**src/rtl/hazard_ctrl_if.sv**
```systemverilog
// Pipeline-side bundle for hazard_ctrl: hazard inputs from DE/EX/MEM, stage controls back,
// plus the controller state on dbg_state (RUN=0, FLUSH=1, MEM_WAIT=2, HALT=3).
interface hazard_ctrl_if;
  logic [4:0] de_adr1;
  logic [4:0] de_adr2;
  logic       de_rs1_used;
  logic       de_rs2_used;
  logic [4:0] ex_rd;
  logic       ex_memRead;
  logic       br_taken;
  logic       mem_req;
  logic       mem_ready;
  logic       pc_en;
  logic       if_de_en;
  logic       de_ex_en;
  logic       ex_mem_en;
  logic       if_de_flush;
  logic       de_ex_flush;
  logic       mem_wb_bubble;
  logic       mem_err;
  logic [1:0] dbg_state;

  // Handshake: the data memory completes an access in the cycle where mem_req and
  // mem_ready are both high; mem_req high with mem_ready low freezes the pipeline.
  modport master (
    output de_adr1, de_adr2, de_rs1_used, de_rs2_used, ex_rd, ex_memRead,
           br_taken, mem_req, mem_ready,
    input  pc_en, if_de_en, de_ex_en, ex_mem_en, if_de_flush, de_ex_flush,
           mem_wb_bubble, mem_err, dbg_state
  );

  modport slave (
    input  de_adr1, de_adr2, de_rs1_used, de_rs2_used, ex_rd, ex_memRead,
           br_taken, mem_req, mem_ready,
    output pc_en, if_de_en, de_ex_en, ex_mem_en, if_de_flush, de_ex_flush,
           mem_wb_bubble, mem_err, dbg_state
  );
endinterface

```
**src/rtl/hazard_ctrl.sv**
```systemverilog
// Five-stage pipeline sequencing controller: memory freeze, branch flush, load-use stall
// and memory-timeout watchdog. Define HAZARD_STATS_EN to add stall/flush event counters.
module hazard_ctrl #(
  parameter int unsigned MEM_TIMEOUT = 255
) (
  input  logic         clk,
  input  logic         rst_n,
  hazard_ctrl_if.slave hz
`ifdef HAZARD_STATS_EN
  ,
  output logic [31:0]  stall_cnt,
  output logic [31:0]  flush_cnt
`endif
);

  typedef enum logic [1:0] {
    RUN      = 2'd0,
    FLUSH    = 2'd1,
    MEM_WAIT = 2'd2,
    HALT     = 2'd3
  } state_e;

  localparam logic [15:0] TIMEOUT_W = 16'(MEM_TIMEOUT);

  state_e      state_q, state_d;
  logic [15:0] wcnt_q, wcnt_d;
  logic        mem_err_q, mem_err_d;

  logic freeze;
  logic lu;
  logic pc_en, if_de_en, de_ex_en, ex_mem_en;
  logic if_de_flush, de_ex_flush, mem_wb_bubble;

  assign freeze = hz.mem_req & ~hz.mem_ready;
  assign lu     = hz.ex_memRead & (hz.ex_rd != 5'd0) &
                  ((hz.de_rs1_used & (hz.de_adr1 == hz.ex_rd)) |
                   (hz.de_rs2_used & (hz.de_adr2 == hz.ex_rd)));

  always_ff @(posedge clk or negedge rst_n) begin
    if (!rst_n) begin
      state_q   <= RUN;
      wcnt_q    <= 16'd0;
      mem_err_q <= 1'b0;
    end else begin
      state_q   <= state_d;
      wcnt_q    <= wcnt_d;
      mem_err_q <= mem_err_d;
    end
  end

  // Next state; wcnt counts consecutive freeze cycles, the first one taken in RUN/FLUSH.
  always_comb begin
    state_d   = state_q;
    wcnt_d    = wcnt_q;
    mem_err_d = mem_err_q;
    case (state_q)
      RUN, FLUSH: begin
        if (freeze) begin
          state_d = MEM_WAIT;
          wcnt_d  = 16'd1;
        end else if (hz.br_taken) begin
          state_d = FLUSH;
        end else begin
          state_d = RUN;
        end
      end
      MEM_WAIT: begin
        if (!freeze) begin
          wcnt_d  = 16'd0;
          state_d = hz.br_taken ? FLUSH : RUN;
        end else if (wcnt_q == TIMEOUT_W) begin
          state_d   = HALT;
          mem_err_d = 1'b1;
        end else begin
          wcnt_d = wcnt_q + 16'd1;
        end
      end
      HALT:    state_d = HALT;
      default: state_d = RUN;
    endcase
  end

  // Stage controls; priority order matters, a held branch is applied on freeze release.
  always_comb begin
    pc_en         = 1'b1;
    if_de_en      = 1'b1;
    de_ex_en      = 1'b1;
    ex_mem_en     = 1'b1;
    if_de_flush   = 1'b0;
    de_ex_flush   = 1'b0;
    mem_wb_bubble = 1'b0;
    if (!rst_n) begin
      pc_en         = 1'b0;
      if_de_en      = 1'b0;
      de_ex_en      = 1'b0;
      ex_mem_en     = 1'b0;
      if_de_flush   = 1'b1;
      de_ex_flush   = 1'b1;
      mem_wb_bubble = 1'b1;
    end else if (state_q == HALT) begin
      pc_en     = 1'b0;
      if_de_en  = 1'b0;
      de_ex_en  = 1'b0;
      ex_mem_en = 1'b0;
    end else if (freeze) begin
      pc_en         = 1'b0;
      if_de_en      = 1'b0;
      de_ex_en      = 1'b0;
      ex_mem_en     = 1'b0;
      mem_wb_bubble = 1'b1;
    end else if (hz.br_taken) begin
      if_de_flush = 1'b1;
      de_ex_flush = 1'b1;
    end else if (state_q == FLUSH) begin
      if_de_flush = 1'b1;
    end else if (lu) begin
      pc_en       = 1'b0;
      if_de_en    = 1'b0;
      de_ex_flush = 1'b1;
    end
  end

  assign hz.pc_en         = pc_en;
  assign hz.if_de_en      = if_de_en;
  assign hz.de_ex_en      = de_ex_en;
  assign hz.ex_mem_en     = ex_mem_en;
  assign hz.if_de_flush   = if_de_flush;
  assign hz.de_ex_flush   = de_ex_flush;
  assign hz.mem_wb_bubble = mem_wb_bubble;
  assign hz.mem_err       = mem_err_q;
  assign hz.dbg_state     = state_q;

`ifdef HAZARD_STATS_EN
  logic [31:0] stall_cnt_q, flush_cnt_q;

  always_ff @(posedge clk or negedge rst_n) begin
    if (!rst_n) begin
      stall_cnt_q <= 32'd0;
      flush_cnt_q <= 32'd0;
    end else begin
      if (!pc_en && (state_q != HALT) && (stall_cnt_q != 32'hFFFF_FFFF))
        stall_cnt_q <= stall_cnt_q + 32'd1;
      if (if_de_flush && (flush_cnt_q != 32'hFFFF_FFFF))
        flush_cnt_q <= flush_cnt_q + 32'd1;
    end
  end

  assign stall_cnt = stall_cnt_q;
  assign flush_cnt = flush_cnt_q;
`endif

endmodule

```
**src/flat_wrapper.sv**
```systemverilog
// flat-port wrapper written by rule: the top's interface ports become plain ports
module hazard_ctrl_flat 
#(
  parameter int unsigned MEM_TIMEOUT = 255
)
  (clk, rst_n, hz_de_adr1, hz_de_adr2, hz_de_rs1_used, hz_de_rs2_used, hz_ex_rd, hz_ex_memRead, hz_br_taken, hz_mem_req, hz_mem_ready, hz_pc_en, hz_if_de_en, hz_de_ex_en, hz_ex_mem_en, hz_if_de_flush, hz_de_ex_flush, hz_mem_wb_bubble, hz_mem_err, hz_dbg_state);
  hazard_ctrl_if hz_i ();
  input  logic clk;
  input  logic rst_n;
  input wire logic [$bits(hz_i.de_adr1)-1:0] hz_de_adr1;
  input wire logic [$bits(hz_i.de_adr2)-1:0] hz_de_adr2;
  input wire logic [$bits(hz_i.de_rs1_used)-1:0] hz_de_rs1_used;
  input wire logic [$bits(hz_i.de_rs2_used)-1:0] hz_de_rs2_used;
  input wire logic [$bits(hz_i.ex_rd)-1:0] hz_ex_rd;
  input wire logic [$bits(hz_i.ex_memRead)-1:0] hz_ex_memRead;
  input wire logic [$bits(hz_i.br_taken)-1:0] hz_br_taken;
  input wire logic [$bits(hz_i.mem_req)-1:0] hz_mem_req;
  input wire logic [$bits(hz_i.mem_ready)-1:0] hz_mem_ready;
  output wire logic [$bits(hz_i.pc_en)-1:0] hz_pc_en;
  output wire logic [$bits(hz_i.if_de_en)-1:0] hz_if_de_en;
  output wire logic [$bits(hz_i.de_ex_en)-1:0] hz_de_ex_en;
  output wire logic [$bits(hz_i.ex_mem_en)-1:0] hz_ex_mem_en;
  output wire logic [$bits(hz_i.if_de_flush)-1:0] hz_if_de_flush;
  output wire logic [$bits(hz_i.de_ex_flush)-1:0] hz_de_ex_flush;
  output wire logic [$bits(hz_i.mem_wb_bubble)-1:0] hz_mem_wb_bubble;
  output wire logic [$bits(hz_i.mem_err)-1:0] hz_mem_err;
  output wire logic [$bits(hz_i.dbg_state)-1:0] hz_dbg_state;
  assign hz_i.de_adr1 = hz_de_adr1;
  assign hz_i.de_adr2 = hz_de_adr2;
  assign hz_i.de_rs1_used = hz_de_rs1_used;
  assign hz_i.de_rs2_used = hz_de_rs2_used;
  assign hz_i.ex_rd = hz_ex_rd;
  assign hz_i.ex_memRead = hz_ex_memRead;
  assign hz_i.br_taken = hz_br_taken;
  assign hz_i.mem_req = hz_mem_req;
  assign hz_i.mem_ready = hz_mem_ready;
  assign hz_pc_en = hz_i.pc_en;
  assign hz_if_de_en = hz_i.if_de_en;
  assign hz_de_ex_en = hz_i.de_ex_en;
  assign hz_ex_mem_en = hz_i.ex_mem_en;
  assign hz_if_de_flush = hz_i.if_de_flush;
  assign hz_de_ex_flush = hz_i.de_ex_flush;
  assign hz_mem_wb_bubble = hz_i.mem_wb_bubble;
  assign hz_mem_err = hz_i.mem_err;
  assign hz_dbg_state = hz_i.dbg_state;
  hazard_ctrl #(.MEM_TIMEOUT(MEM_TIMEOUT)) u_core (.clk(clk), .rst_n(rst_n), .hz(hz_i));
endmodule
```
**config.mk**
```make
export PLATFORM = sky130hd
export DESIGN_NAME = hazard_ctrl_flat
export DESIGN_NICKNAME = d
export VERILOG_FILES = /design/src/rtl/hazard_ctrl_if.sv /design/src/rtl/hazard_ctrl.sv /design/src/flat_wrapper.sv
export SDC_FILE = /design/constraint.sdc
export NUM_CORES = 1
export LEC_CHECK = 0
export ABC_AREA = 1
export BUFFER_PORTS_ARGS = -buffer_cell sky130_fd_sc_hd__buf_2
export CAP_MARGIN = 20
export CORE_ASPECT_RATIO = 0.7
export CORE_MARGIN = 1
export CORE_UTILIZATION = 25
export DETAILED_ROUTE_END_ITERATION = 10
export GPL_TIMING_DRIVEN = 0
export PLACE_DENSITY_LB_ADDON = 0.1
export SETUP_SLACK_MARGIN = 0.3
export SLEW_MARGIN = 20
export SYNTH_ARGS = -nofsm -noshare
export SYNTH_HDL_FRONTEND = slang
export SYNTH_SLANG_ARGS = --single-unit
```
**constraint.sdc**
```tcl
create_clock -name clk -period 1.85 [get_ports clk]
set_input_delay 0.555 -clock clk [delete_from_list [all_inputs] [get_ports clk]]
set_output_delay 0.555 -clock clk [all_outputs]
set_load 0.02 [all_outputs]
```
==> metrics.txt <==
pre-CTS setup slack=-395 ps; maximum operating frequency=roughly 500 MHz; All-Layer GR Usage=0.154; Peak supply drop=0.234 mV; Total Die Area=0.00616 mm²; sum of net half-perimeters after detailed placement=3140 µm; number of iterations in the first detailed-routing pass=4; setup repair after global routing missed its margin=true; highest net fanout along the worst path=3; count of input and output buffers=32; fraction of final layout cells sized beyond drive strength 1=0.420; starting utilization of the core area=0.269; floorplan die height=around 66 µm; syn nets=264; Post-Synthesis Cells=240; Yosys warnings=0; signal arrival time at the worst endpoint=1460 ps; CP startpoint kind=input pin; cells along the critical path=buf_12 > inv_8 > nand2_4 > nand2_4 > nor2_2 > nand3_1 > nand2_2 > nand3_2 > nand2_2 > inv_2 > buf_6 > buf_6; critical path endpoint category=output pin; CTS clk-pin slew, worst paths=80 ps; number of antenna violations at the first check in global routing=0; fillcell total=around 540; Worst R2R Start=u_core.hz.dbg_state[0]$_DFFE_PN0P_; clk_lat worst skew=between 200 and 300 ps; synthesis-to-finish area growth=60.4%; vias in the first global route=1589; FF-to-FF path depth=10; count of pins over their slew limit=0; CP max stage cell=buf_6; H-tree Lvls=1; # setup viols final=3; CTS buffer count=3; Ant. Diodes=0; routed via count=between 1500 and 2000; buffers from clock root to sink, at most=2; worst min-delay path category=input pin to async pin; largest net degree at the start of global routing=24; Die X-Extent=between 90 and 100 µm; Synth Cell Area=0.00146 mm²; gpl congestion=0.854; remaining routing DRC violations=0; I/O Pins=33; gr ovfl total=0; global-route wire length before repair=between 7000 and 8000 µm; CP Class=input pin to output pin; Cell variety after synth=20; quantity of hold-fixing buffers added after cts=0; ratio of total power to cell area=around 500 mW/mm²; antenna viol nets, final=0; skew final=2.99 ps; number of flip-flops and latches in the synthesized netlist=19; outcome=complete, but fails checks; final critical delay including setup and external delays=2010 ps; initial detailed-routing violation count=60; Cell Rows=22; setup slack of the critical path after layout=-165 ps; Routed WL=4520 µm; dominant delay contributor by cell family on the critical path=simple AND/OR/NAND/NOR gates; final cell count without fillers=about 370; Least-Margin Pin Slew=376 ps; required arrival time at the worst endpoint=1290 ps; final-stage net count=318; TritonCTS sink count=19; MaxCap Viol Count=0; CTS root buf=clkbuf_8; vias per inst=4.54; Worst R2R Setup Slack=380 ps; Cells after DPL=344; final number of hold-violating endpoints=0; static power due to leakage=1.18 nW; Crit path largest cell delay=120 ps; destination of the worst register-to-register timing path=u_core.wcnt_q[15]$_DFFE_PN0P_; worst relative slew slack=0.747; crit share post-route=1.09; sequential cell area fraction in the yosys report=0.326; critical path buffer and inverter count=5; Avg Synthesized Cell Area=6.08 µm²; wire length per cell after detailed routing=12.4 µm; failing checks=negative setup slack; Placeable Area=0.00542 mm²; CTS tree=yes
## per-layer routing
metal / wire length (µm) / up-vias / share of wire / GRT usage
met5: 0 / - / 0 / 0
met4: 21 / 0 / 0.0047 / 0.0288
met3: 202 / 4 / 0.045 / 0.0345
met2: 1850 / 31 / 0.41 / 0.222
met1: 2440 / 758 / 0.54 / 0.233
li1: - / 864 / - / -
## registers in the layout, indices dropped and copies added, names as in the netlist
signal / count
u_core.hz.mem_err: 1
u_core.hz.dbg_state: 2
u_core.wcnt_q: 16
## synthesized netlist by cell type
cell type	n	area, µm²
nand2_1	76	285
inv_2	4	15.0
nand3_1	16	80.1
nand3_2	1	10.0
nor2_1	23	86.3
nor3_1	4	20.0
clkbuf_1	2	7.51
dfrtp_1	19	475
nor2_2	2	12.5
inv_1	44	165
a22oi_1	1	7.51
nand2_2	3	18.8
nor2_4	1	11.3
o21ai_1	14	70.1
buf_4	2	15.0
buf_6	1	11.3
ha_1	1	12.5
o21ai_0	7	35.0
xor2_1	1	8.76
nand4_1	18	113
## cell families (layout without fill, tap and decap cells)
group / Yosys count / after routing / synth area share
fa+ha+maj: 1 / 1 / 0.00857
flops: 19 / 19 / 0.326
simple gates: 144 / 144 / 0.436
xor+xnor: 1 / 1 / 0.00600
buf+inv: 53 / 106 / 0.147
compound gates: 22 / 22 / 0.0771
## cell type report
type | instances | area (µm²) | area share
plain buffers | 5 | 43.8 | 0.0187
well taps | 72 | 90.1 | 0.0385
inverters | 48 | 240 | 0.103
repair buffers | 49 | 503 | 0.215
clock buffers | 4 | 45.0 | 0.0192
flip-flops and latches | 19 | 478 | 0.204
multi-input cells | 168 | 942 | 0.402
## where the power goes
group	switching, mW	internal (mW)
clock network	0.151	0.154
logic	0.223	0.209
registers	0.0174	0.431
total	0.391	0.794
## placed cells by master, fill, tap and decap left out, types with 4 or more instances in the layout
cell type / netlist / final
inv_8: 0 / 4
nor2_4: 1 / 6
inv_1: 44 / 29
o21ai_1: 14 / 11
nor2_2: 2 / 6
nand2_1: 76 / 55
nand3_1: 16 / 14
nand4_1: 18 / 18
nand2_2: 3 / 18
buf_6: 1 / 27
buf_2: 0 / 7
nand2_4: 0 / 6
nor2_1: 23 / 14
buf_4: 2 / 11
o21ai_0: 7 / 5
buf_8: 0 / 5
inv_2: 4 / 9
dfrtp_1: 19 / 17
o21ai_2: 0 / 5
nor3_1: 4 / 4
## worst max-delay path by stage
stage / cells past startpoint / startpoint / slack [ps] / to
after floorplan: 8 / hz_mem_req / -30 / hz_pc_en
after global placement: 7 / rst_n / -390 / hz_pc_en
after detailed placement: 7 / rst_n / -390 / hz_pc_en
after CTS: 12 / hz_ex_rd[1] / -180 / hz_pc_en
after global routing: 12 / hz_de_adr2[4] / -260 / hz_pc_en
final: 12 / hz_ex_rd[2] / -160 / hz_pc_en
## repair_timing
action / in CTS / in global routing
hold endpoints to repair: 0 / 0
pin swaps: 15 / 31
endpoints found under the setup margin: 23 / 26
buffers inserted: 9 / 7
gates resized for setup: 58 / 59
gates cloned: 0 / 1
## through the flow
stage                     hold WS (ps)   util  area, µm²  TNS, ps  power, mW
after global placement             463  0.330       1790    -1600      0.709
final                              114  0.432       2340     -360       1.18
after global routing               113  0.432       2340     -726       1.26
after floorplan                    259      -       1540    -27.6      0.607
after CTS                          115  0.387       2100     -404       1.13
after detailed placement           470  0.330       1790    -1620      0.706
No activity file was read; power rests on OpenSTA's default activity.
